==> config.mk <==
export PLATFORM = sky130hd
export DESIGN_NAME = result_writer
export DESIGN_NICKNAME = d
export VERILOG_FILES = /design/src/rtl/result_writer.sv
export SDC_FILE = /design/constraint.sdc
export NUM_CORES = 1
export LEC_CHECK = 0
export CORE_MARGIN = 5
export CORE_UTILIZATION = 55
export DETAILED_ROUTE_END_ITERATION = 10
export MAX_ROUTING_LAYER = met4
export PLACE_DENSITY = 0.81
export SYNTH_ARGS = -nofsm -noshare
export SYNTH_HDL_FRONTEND = slang
export SYNTH_SLANG_ARGS = --single-unit
==> constraint.sdc <==
create_clock -name clk -period 6.83 [get_ports clk]
set_input_delay 1.0245 -clock clk [delete_from_list [all_inputs] [get_ports clk]]
set_output_delay 1.0245 -clock clk [all_outputs]
set_load 0.01 [all_outputs]
==> src/rtl/result_writer.sv <==
// Requantizes multi_controller results to 8-bit pixels and writes them sequentially into the output RAM.
// A small FIFO with empty-FIFO bypass absorbs RAM stalls; busy, all_done and overflow report progress.
module result_writer #(
  parameter int DATA_W     = 24,
  parameter int OUT_W      = 8,
  parameter int ADDR_W     = 10,
  parameter int SHIFT      = 8,
  parameter int NUM_OUT    = 900,
  parameter int FIFO_DEPTH = 4
) (
  input  logic              clk,
  input  logic              rst,
  input  logic              start,
  input  logic [ADDR_W-1:0] s_out_addr,
  input  logic [DATA_W-1:0] calc_data,
  input  logic              done,
  input  logic              ram_ready,
  output logic [ADDR_W-1:0] out_addr,
  output logic              out_ena,
  output logic              out_wea,
  output logic [OUT_W-1:0]  out_data,
  output logic              busy,
  output logic              all_done,
  output logic              overflow,
  output logic [1:0]        dbg_state
);

  localparam int CNT_W = $clog2(NUM_OUT + 1);
  localparam int PTR_W = (FIFO_DEPTH > 1) ? $clog2(FIFO_DEPTH) : 1;

  localparam logic [1:0] S_IDLE = 2'd0;
  localparam logic [1:0] S_RUN  = 2'd1;
  localparam logic [1:0] S_FIN  = 2'd2;

  localparam logic [CNT_W-1:0]  NUM_C   = CNT_W'(NUM_OUT);
  localparam logic [CNT_W-1:0]  LAST_C  = CNT_W'(NUM_OUT - 1);
  localparam logic [PTR_W:0]    DEPTH_C = (PTR_W + 1)'(FIFO_DEPTH);
  localparam logic [DATA_W-1:0] SAT_MAX = {{(DATA_W - OUT_W){1'b0}}, {OUT_W{1'b1}}};

  logic [1:0]        state;
  logic [ADDR_W-1:0] base;
  logic [CNT_W-1:0]  push_cnt;
  logic [CNT_W-1:0]  wr_cnt;
  logic [PTR_W-1:0]  rptr;
  logic [PTR_W-1:0]  wptr;
  logic [PTR_W:0]    count;
  logic [OUT_W-1:0]  mem [FIFO_DEPTH];

  logic [DATA_W-1:0] shifted;
  logic [OUT_W-1:0]  requant;
  logic [OUT_W-1:0]  head;
  logic [ADDR_W-1:0] wr_off;
  logic              running;
  logic              empty;
  logic              full;
  logic              push_ok;
  logic              pop;
  logic              drop;

  assign dbg_state = state;
  assign running   = (state == S_RUN);
  assign empty     = (count == '0);
  assign full      = (count == DEPTH_C);
  assign wr_off    = ADDR_W'(wr_cnt);

  // Negative results clamp to zero; positive ones are scaled down and saturated.
  assign shifted = calc_data >> SHIFT;
  always_comb begin
    requant = '0;
    if (!calc_data[DATA_W-1]) begin
      if (shifted > SAT_MAX) requant = '1;
      else                   requant = shifted[OUT_W-1:0];
    end
  end

  // A full FIFO can still accept when ram_ready guarantees a pop this cycle.
  assign push_ok = running && done && (push_cnt < NUM_C) && (!full || ram_ready);
  assign drop    = running && done && !push_ok;
  assign pop     = running && ram_ready && (!empty || push_ok);
  assign head    = empty ? requant : mem[rptr];

  always_ff @(posedge clk) begin
    if (push_ok) mem[wptr] <= requant;
  end

  always_ff @(posedge clk) begin
    if (rst) begin
      state    <= S_IDLE;
      base     <= '0;
      push_cnt <= '0;
      wr_cnt   <= '0;
      rptr     <= '0;
      wptr     <= '0;
      count    <= '0;
      out_addr <= '0;
      out_ena  <= 1'b0;
      out_wea  <= 1'b0;
      out_data <= '0;
      busy     <= 1'b0;
      all_done <= 1'b0;
      overflow <= 1'b0;
    end else begin
      out_ena  <= 1'b0;
      out_wea  <= 1'b0;
      all_done <= 1'b0;

      case (state)
        S_IDLE: begin
          if (start) begin
            state    <= S_RUN;
            base     <= s_out_addr;
            push_cnt <= '0;
            wr_cnt   <= '0;
            rptr     <= '0;
            wptr     <= '0;
            count    <= '0;
            overflow <= 1'b0;
            busy     <= 1'b1;
          end
        end
        S_RUN: begin
          if (pop && (wr_cnt == LAST_C)) state <= S_FIN;
        end
        S_FIN: begin
          state    <= S_IDLE;
          busy     <= 1'b0;
          all_done <= 1'b1;
        end
        default: state <= S_IDLE;
      endcase

      if (push_ok) begin
        wptr     <= wptr + 1'b1;
        push_cnt <= push_cnt + 1'b1;
      end

      if (pop) begin
        rptr     <= rptr + 1'b1;
        wr_cnt   <= wr_cnt + 1'b1;
        out_ena  <= 1'b1;
        out_wea  <= 1'b1;
        out_data <= head;
        out_addr <= base + wr_off;
      end

      case ({push_ok, pop})
        2'b10:   count <= count + 1'b1;
        2'b01:   count <= count - 1'b1;
        default: count <= count;
      endcase

      if (drop) overflow <= 1'b1;
    end
  end

endmodule

==> results.tsv, run 1 <==
metric	value	unit
slew-limit-headroom	47.6	%
crit_buf_inv	4	
required	7.11	ns
netlist_top_cells_area	dfxtp_1 (29%), edfxtp_1 (22%), a21oi_1 (5.0%)	
drive_above_1_share	7.29	%
via_per_inst	5.82	
crit_slowest_cell	clkdlybuf4s50_1	
hpwl	6490	um
post-route-drc-count	0	
internal_power	0.000784	W
design.die.area	9930	um2
fillers	625	
wire_per_inst	15.8	um
setup_viol	0	
coreArea	7770	um2
dr_total_vias	3389	
synth_top_area_share	28.5	%
ys_warn_count	0	
grt_max_degree	62	
die_h	99.7	um
setup_tns	0	ns
rsz0062_at_grt	false	
synth_cell_type_count	56	
cap_violations	0	
power_density	204	nW/um2
hold_class	reg -> reg	
nNetsFinal	532	
regArea	2220	um2
yosysSeqAreaShare	50.3	%
cts_sinks	95	
ys_ff_latch	95	
worstSetupEndpointType	flop	
routabilityCongestion	0.846	
synth_cells	431	
outcome	completed	
gr-total-overflow	0	
worstSetupStartpointType	input port	
rrSetupSlack	3.32	ns
multi_input_comb_area	2010	um2
fp-row-count	32	
start_util	56.9	%
port_buffers	55	
worstPathArrival	4.01	ns
async_flop_share	0	%
clock_skew	0.0104	ns
comb_power_share	11.6	%
grt_pass1_wl	15500	um
drt_iter0_markers	234	
fmax	268	MHz
routed_wl	9220	um
ys_top_cells_by_count	dfxtp_1 (63), a21oi_1 (44), nand2_1 (39), nor2_1 (33), edfxtp_1 (32)	
synth_ff_type	dfxtp_1	
cts_resized	0	
yosysMostFrequentCell	dfxtp_1	
area_growth	16.2	%
postCtsSetupRepairBufs	0	
fin_crit	3.73	ns
tightestPinTransition	0.783	ns
cts.clk_slew.worst_paths	0.08	ns
htreeDepth	3	
worstPathMaxFanout	39	
root_buffer	clkbuf_8	
ctsHoldBuffers	0	
avgSynthCellArea	10.3	um2
synth.largest_area_cell	dfxtp_1	
grt_use_total	19.8	%
seqPwrFrac	58.1	%
irDropWorstVdd	0.142	mV
clockPowerShare	30.3	%
drt_pass1_iterations	4	
finalHoldViolations	0	
switching_share	25.3	%
insertion_delay	0.36	ns
cpPeakStageDelay	0.54	ns
synth_fp_nets	488	
ioPinCount	64	
cts_tree	done	
cts_max_path_buffers	2	
slew_violations	0	
critical_path.top_delay_family	buffers and inverters	
antenna_found_initial	0	
netlist_area	4420	um2
synth_edf_count	32	
power_leakage	1.81	nW
switchingPower	0.000265	W
ant_nets	0	
fin_hold_ws	0.453	ns
antenna_cells	0	
cts_buffers	9	
min_period_over_period	54.6	%
crit_chain	clkdlybuf4s50_1 -> o2111ai_2 -> or2_1 -> buf_4 -> inv_4 -> ha_1 -> inv_1 -> fa_1 -> xor2_1 -> or3_1 -> a21oi_1	
worst-setup-path-type	in -> reg	
die_width	99.7	um
grt_pass1_vias	3310	
==> cell type report <==
type / count / area share (%)
multi-input cells: 298 / 39.1
clock buffers: 9 / 2.41
clock inverters: 7 / 0.755
inverters: 14 / 1.07
repair buffers: 57 / 10.9
well taps: 102 / 2.48
flip-flops and latches: 95 / 43.3
==> layout by cell type (no fill, tap or decap), types with 3 or more instances in the layout <==
cell type and instances:
dfxtp_1 63, clkdlybuf4s50_1 54, a21oi_1 44, nand2_1 39, nor2_1 33, edfxtp_1 32, nor3_1 20, nand3_1 19
a211oi_1 17, ha_1 16, and3_1 13, inv_1 13, o21ai_0 12, mux2i_1 10, clkbuf_8 9, mux4_2 8
or3_1 6, nand4_1 5, a21o_1 4, or4_1 3, xnor2_1 3, nand3b_1 3, xor2_1 3, nor4_1 3
clkinv_2 3
==> kinds of logic (layout without fill, tap and decap cells) <==
logic type,count (synthesis),after routing,synth area share (%)
AND/OR/NAND/NOR,156,156,17.5
multiplexers,19,19,6.59
buffers and inverters,38,87,4.27
flip-flops,95,95,50.3
XOR/XNOR,6,6,1.19
AO/OA/AOI/OAI,99,99,14.7
adder cells (fa/ha/maj),18,18,5.43
==> sequential cells by signal, summed over array words and instances, names as in the netlist, 2 cells and up, named ones only <==
register	count
rptr	2
count	3
mem	32
wptr	2
out_data	8
base	10
dbg_state	2
out_addr	10
wr_cnt	10
push_cnt	10
==> worst paths after layout <==
check,start,endpoint,cells after the start
setup reg to reg,count[0]$_SDFFE_PP0P_,count[2]$_SDFFE_PP0P_,11
hold reg to reg,out_addr[2]$_SDFFE_PP0P_,out_addr[2]$_SDFFE_PP0P_,2
setup / recovery,done,count[2]$_SDFFE_PP0P_,11
hold / removal,out_addr[2]$_SDFFE_PP0P_,out_addr[2]$_SDFFE_PP0P_,2
==> worst min-delay path: cells and delay by family, from the launching register on <==
family | cells | cell delay [ns]
compound gates | 1 | 0.05
simple gates | 1 | 0.05
flops | 1 | 0.31
==> routing by layer <==
metal | vias to the layer above | track usage (%) | part of all wire [%]
li1 | 1678 | - | -
met1 | 1635 | 25.7 | 45
met2 | 64 | 31.6 | 50
met3 | 12 | 3.09 | 3.6
met4 | 0 | 6.83 | 1.7
met5 | - | - | 0
==> stage by stage <==
| step | cells | cell area [um2] | utilization (%) | worst slack, ns | power, W |
|---|---|---|---|---|---|
| after floorplan | 431 | 4420 | - | 3.69 | 0.000699 |
| after global placement | 566 | 4970 | 64.0 | 2.85 | 0.000740 |
| after detailed placement | 566 | 4970 | 64.0 | 2.78 | 0.000744 |
| after CTS | 582 | 5140 | 66.1 | 3.14 | 0.00106 |
| after global routing | 582 | 5140 | 66.1 | 2.96 | 0.00109 |
| final | 582 | 5140 | 66.1 | 3.10 | 0.00105 |
==> power by group through the flow <==
stage,registers (W),clock network (W),logic (W)
after floorplan,0.000622,0,0.0000765
after global placement,0.000622,0,0.000118
after detailed placement,0.000623,0,0.000121
after CTS,0.000610,0.000323,0.000122
after global routing,0.000612,0.000348,0.000133
final,0.000610,0.000318,0.000121
Note: power is estimated with default switching activity, not from simulation.
==> run 2: changes to the inputs <==
--- a/config.mk
+++ b/config.mk
@@ -6,10 +6,10 @@
 export NUM_CORES = 1
 export LEC_CHECK = 0
 export CORE_MARGIN = 5
-export CORE_UTILIZATION = 55
+export CORE_UTILIZATION = 54
 export DETAILED_ROUTE_END_ITERATION = 10
 export MAX_ROUTING_LAYER = met4
-export PLACE_DENSITY = 0.81
+export PLACE_DENSITY = 0.79
 export SYNTH_ARGS = -nofsm -noshare
 export SYNTH_HDL_FRONTEND = slang
 export SYNTH_SLANG_ARGS = --single-unit
==> constraint.sdc (replaced) <==
create_clock -name clk -period 3.6 [get_ports clk]
set_input_delay 0.54 -clock clk [delete_from_list [all_inputs] [get_ports clk]]
set_output_delay 0.54 -clock clk [all_outputs]
set_load 0.01 [all_outputs]
==> results.tsv, run 2 (synthesized netlist as in run 1, its figures left out) <==
metric	value	unit	change
outcome	completed		unchanged
final_common_cell	dfxtp_1		unchanged
post-route-drc-count	0		unchanged
antenna_found_initial	0		unchanged
via_per_inst	5.85		was 5.82
ioPinCount	64		unchanged
routed_wl	9440	um	was 9220 um
root_buffer	clkbuf_8		unchanged
antenna_cells	0		unchanged
cts_tree	done		unchanged
whs_endpoint	out_addr[4]$_SDFFE_PP0P_		was out_addr[2]$_SDFFE_PP0P_
grt_pass1_vias	3232		was 3,310
drt_pass1_iterations	5		was 4
postCtsSetupRepairBufs	0		unchanged
nNetsFinal	536		was 532
cts.clk_slew.worst_paths	0.10	ns	was 0.08 ns
grt_use_total	19.9	%	was 19.8%
reg2reg_to	count[2]$_SDFFE_PP0P_		unchanged
wl_met2	4910	um	was 4600 um
fp-row-count	33		was 32
fmax	344	MHz	
top_layer	met4		unchanged
port_buffers	55		unchanged
setup_viol	0		unchanged
wl_met3	449	um	was 332 um
area_growth	18.4	%	was 16.2%
required	3.89	ns	was 7.11 ns
reg2reg_depth	10		was 11
hold_class	reg -> reg		unchanged
cts_buffers	9		unchanged
cap_violations	0		unchanged
tightestPinTransition	0.553	ns	was 0.783 ns
slew_violations	0		unchanged
finalHoldViolations	0		unchanged
cpPeakStageDelay	0.50	ns	was 0.54 ns
irDropWorstVdd	0.227	mV	was 0.142 mV
die_h	100	um	was 99.7 um
start_util	54.6	%	was 56.9%
grt_pass1_wl	15500	um	about the same
dr_total_vias	3443		was 3,389
crit_slowest_cell	or3_1		was clkdlybuf4s50_1
grt_max_degree	39		was 62
critical_path.top_delay_family	simple AND/OR/NAND/NOR gates		was buffers and inverters
worstPathMaxFanout	9		was 39
crit_buf_inv	2		was 4
holdCritStartpoint	out_addr[4]$_SDFFE_PP0P_		was out_addr[2]$_SDFFE_PP0P_
cpMostUsedCell	or3_1		
gr-total-overflow	0		unchanged
routabilityCongestion	0.854		was 0.846
die_width	100	um	was 99.7 um
worst-setup-path-type	reg -> reg		was in -> reg
final_cell_mix	dfxtp_1 (63), clkdlybuf4s50_1 (54), a21oi_1 (44), nand2_1 (39), nor2_1 (33)		unchanged
worstSetupStartpointType	flop		was input port
cts_sinks	95		unchanged
rsz0062_at_grt	false		unchanged
ant_nets	0		unchanged
drive_above_1_share	8.47	%	was 7.29%
rrSetupSlack	0.69	ns	was 3.32 ns
cts_resized	0		unchanged
holdPathStages	2		unchanged
drt_iter0_markers	210		was 234
top_register	mem		unchanged
worstSetupEndpointType	flop		unchanged
wl_met1	3970	um	was 4140 um
min_period_over_period	80.7	%	
crit_chain	or3_1 -> o2111ai_2 -> or2_1 -> inv_4 -> ha_1 -> inv_1 -> fa_1 -> xor2_1 -> or3_1 -> a21oi_1		was clkdlybuf4s50_1 -> o2111ai_2 -> or2_1 -> buf_4 -> inv_4 -> ha_1 -> inv_1 -> fa_1 -> xor2_1 -> or3_1 -> a21oi_1
cts_max_path_buffers	2		unchanged
design.die.area	10100	um2	was 9930 um2
power_density	415	nW/um2	was 204 nW/um2
fin_crit	2.91	ns	
setup_tns	0	ns	unchanged
wire_per_inst	16.0	um	was 15.8 um
coreArea	8090	um2	was 7770 um2
ctsHoldBuffers	0		unchanged
slew-limit-headroom	63.1	%	was 47.6%
clock_skew	0.00972	ns	was 0.0104 ns
hpwl	6670	um	was 6490 um
power_leakage	1.85	nW	was 1.81 nW
htreeDepth	3		unchanged
insertion_delay	0.36	ns	about the same
r2r_start	count[0]$_SDFFE_PP0P_		unchanged
largest_reg_flops	32		unchanged
worstPathArrival	3.20	ns	was 4.01 ns
fin_hold_ws	0.462	ns	was 0.453 ns
[run 2: cell type report]
| class | instances | area (um2) |
|---|---|---|
| timing repair buffer | 61 | 591 |
| inverter | 14 | 55.1 |
| clock inverter | 7 | 101 |
| tap | 105 | 131 |
| sequential | 95 | 2220 |
| fill | 661 | 2860 |
| multi-input combinational | 298 | 2010 |
| clock buffer | 9 | 124 |
[run 2: routing by layer]
metal	global-route usage, %	up-vias
met5	-	-
met4	6.53	0
met3	2.35	11
met2	34.3	95
met1	24.5	1653
li1	-	1684
[run 2: worst max-delay path by stage]
stage | from | to | slack, ns | cells after the start
floorplan | push_cnt[3]$_SDFFE_PP0P_ | count[2]$_SDFFE_PP0P_ | 0.55 | 13
global placement | ram_ready | count[2]$_SDFFE_PP0P_ | 0.56 | 11
detailed placement | ram_ready | count[2]$_SDFFE_PP0P_ | 0.52 | 11
CTS | count[0]$_SDFFE_PP0P_ | count[2]$_SDFFE_PP0P_ | 0.68 | 10
global route | count[0]$_SDFFE_PP0P_ | count[2]$_SDFFE_PP0P_ | 0.48 | 10
finish | count[0]$_SDFFE_PP0P_ | count[2]$_SDFFE_PP0P_ | 0.69 | 10
[run 2: metrics by stage]
| stage | setup slack, ns | cell area (um2) | utilization [%] | cells | total power, W |
|---|---|---|---|---|---|
| 2_1_floorplan | 0.550 | 4420 | - | 431 | 0.00133 |
| 3_3_place_gp | 0.565 | 5010 | 61.9 | 573 | 0.00141 |
| 3_5_place_dp | 0.516 | 5010 | 61.9 | 573 | 0.00141 |
| 4_1_cts | 0.684 | 5230 | 64.7 | 589 | 0.00219 |
| 5_1_grt | 0.476 | 5230 | 64.7 | 589 | 0.00225 |
| 6_report | 0.694 | 5230 | 64.7 | 589 | 0.00217 |
[run 2: report_power, final]
part / switching [W] / internal (W)
combinational: 0.000121 / 0.000110
clock: 0.000385 / 0.000398
sequential: 0.0000221 / 0.00114
[run 2: worst min-delay path: cells and delay by family (launching register included)]
kind             cells  cell delay [ns]
flip-flops           1             0.33
AND/OR/NAND/NOR      1             0.05
AO/OA/AOI/OAI        1             0.05
==> run 3: changes to the inputs <==
==> constraint.sdc (replaced) <==
create_clock -name clk -period 3 [get_ports clk]
set_input_delay 0.45 -clock clk [delete_from_list [all_inputs] [get_ports clk]]
set_output_delay 0.45 -clock clk [all_outputs]
set_load 0.01 [all_outputs]
==> results.tsv, run 3 (synthesized netlist as in run 1, its figures left out) <==
metric	value	unit	change
gr-total-overflow	0		unchanged
ant_nets	0		unchanged
crit_chain	or4_4 -> o211a_4 -> or2_1 -> inv_4 -> ha_4 -> inv_1 -> fa_1 -> xor2_1 -> or3_1 -> a21oi_1		was or3_1 -> o2111ai_2 -> or2_1 -> inv_4 -> ha_1 -> inv_1 -> fa_1 -> xor2_1 -> or3_1 -> a21oi_1
hold_class	reg -> reg		unchanged
post-route-util	64.7	%	unchanged
multi_input_comb_area	2020	um2	was 2010 um2
slew_violations	0		unchanged
reg2reg_to	count[2]$_SDFFE_PP0P_		unchanged
tightestPinTransition	0.577	ns	was 0.553 ns
grt_pass1_vias	3407		was 3,232
place.detailed.instances	576		was 573
reg2reg_depth	10		unchanged
cts.clk_slew.worst_paths	0.08	ns	was 0.10 ns
cts_max_path_buffers	2		unchanged
drt_iter0_markers	208		was 210
final_cell_area	5230	um2	unchanged
critical_path.top_delay_family	simple AND/OR/NAND/NOR gates		unchanged
regArea	2220	um2	about the same
required	3.29	ns	was 3.89 ns
coreArea	8090	um2	unchanged
wire_per_inst	16.2	um	was 16.0 um
holdPathStages	2		unchanged
die_h	100	um	unchanged
antenna_cells	0		unchanged
min_period_over_period	93.1	%	was 80.7%
fin_crit	2.79	ns	was 2.91 ns
ioPinCount	64		unchanged
irDropWorstVdd	0.274	mV	was 0.227 mV
area_growth	18.4	%	unchanged
nNetsFinal	539		was 536
grt_max_degree	39		unchanged
power_leakage	1.86	nW	was 1.85 nW
crit_buf_inv	2		unchanged
crit_slowest_cell	or4_4		was or3_1
cpPeakStageDelay	0.56	ns	was 0.50 ns
final_cell_mix	dfxtp_1 (62), clkdlybuf4s50_1 (54), a21oi_1 (44), nand2_1 (39), nor2_1 (33)		was dfxtp_1 (63), clkdlybuf4s50_1 (54), a21oi_1 (44), nand2_1 (39), nor2_1 (33)
port_buffers	55		unchanged
whs_endpoint	push_cnt[9]$_SDFFE_PP0P_		was out_addr[4]$_SDFFE_PP0P_
slew-limit-headroom	61.5	%	was 63.1%
finalHoldViolations	0		unchanged
insertion_delay	0.36	ns	about the same
htreeDepth	3		unchanged
fmax	358	MHz	was 344 MHz
stdcell_count	592		was 589
design.die.area	10100	um2	unchanged
worstPathMaxFanout	8		was 9
cts_sinks	95		unchanged
fp-row-count	33		unchanged
dr_total_vias	3444		was 3,443
root_buffer	clkbuf_8		unchanged
drt_pass1_iterations	4		was 5
cts_resized	0		unchanged
antenna_found_initial	0		unchanged
worstSetupStartpointType	flop		unchanged
worstSetupEndpointType	flop		unchanged
clock_skew	0.00839	ns	was 0.00972 ns
setup_viol	0		unchanged
drive_above_1_share	9.03	%	was 8.47%
ctsHoldBuffers	0		unchanged
dpl-instance-area	5040	um2	was 5010 um2
worst-setup-path-type	reg -> reg		unchanged
worstPathArrival	3.08	ns	was 3.20 ns
cts_buffers	9		unchanged
start_util	54.6	%	unchanged
fillers	673		was 661
power_density	478	nW/um2	was 415 nW/um2
rsz0062_at_grt	false		unchanged
die_width	100	um	unchanged
holdCritStartpoint	push_cnt[9]$_SDFFE_PP0P_		was out_addr[4]$_SDFFE_PP0P_
hpwl	6760	um	was 6670 um
postCtsSetupRepairBufs	0		unchanged
outcome	completed		unchanged
final_common_cell	dfxtp_1		unchanged
r2r_start	push_cnt[6]$_SDFFE_PP0P_		was count[0]$_SDFFE_PP0P_
grt_use_total	20.2	%	was 19.9%
cts_tree	done		unchanged
fin_hold_ws	0.459	ns	was 0.462 ns
routabilityCongestion	0.849		was 0.854
setup_tns	0	ns	unchanged
largest_reg_flops	32		unchanged
rrSetupSlack	0.21	ns	was 0.69 ns
cap_violations	0		unchanged
post-route-drc-count	0		unchanged
top_register	mem		unchanged
routed_wl	9590	um	was 9440 um
via_per_inst	5.82		was 5.85
grt_pass1_wl	15900	um	was 15,500 um
-- run 3: layout make-up --
cell class | instances | share of cell area, %
Clock buffer | 10 | 2.44
Clock inverter | 6 | 1.17
Inverter | 14 | 1.05
Multi-Input combinational cell | 298 | 38.6
Sequential cell | 95 | 42.5
Tap cell | 105 | 2.51
Timing Repair Buffer | 64 | 11.7
-- run 3: tightest hold or removal path, delay by kind of cell, from the launching register on --
kind             cells  cell delay (ns)
flip-flops           1             0.32
AND/OR/NAND/NOR      1             0.05
AO/OA/AOI/OAI        1             0.05
-- run 3: worst max path at each step --
stage | from | cells past startpoint | slack [ns] | endpoint
global route | push_cnt[6]$_SDFFE_PP0P_ | 10 | 0.12 | count[2]$_SDFFE_PP0P_
global placement | ram_ready | 11 | 0.22 | count[2]$_SDFFE_PP0P_
floorplan | push_cnt[6]$_SDFFE_PP0P_ | 13 | 0.03 | count[2]$_SDFFE_PP0P_
detailed placement | ram_ready | 11 | 0.15 | count[2]$_SDFFE_PP0P_
CTS | push_cnt[6]$_SDFFE_PP0P_ | 10 | 0.20 | count[2]$_SDFFE_PP0P_
finish | push_cnt[6]$_SDFFE_PP0P_ | 10 | 0.21 | count[2]$_SDFFE_PP0P_
-- run 3: through the flow --
stage | power, W | setup slack (ns)
after detailed placement | 0.00171 | 0.150
final | 0.00250 | 0.207
after global routing | 0.00260 | 0.120
after global placement | 0.00170 | 0.217
after floorplan | 0.00159 | 0.0254
after CTS | 0.00251 | 0.200
-- run 3: routing by layer --
layer / global-route usage (%) / routed length (um) / vias to the layer above / share of wire [%]
li1: - / - / 1692 / -
met1: 24.2 / 4050 / 1670 / 42
met2: 34.7 / 4990 / 67 / 52
met3: 2.77 / 397 / 15 / 4.1
met4: 7.67 / 154 / 0 / 1.6
met5: - / 0 / - / 0
-- run 3: where the power goes --
group / switching (W) / internal, W
sequential: 0.0000259 / 0.00136
clock: 0.000441 / 0.000383
combinational: 0.000152 / 0.000139
total: 0.000618 / 0.00189
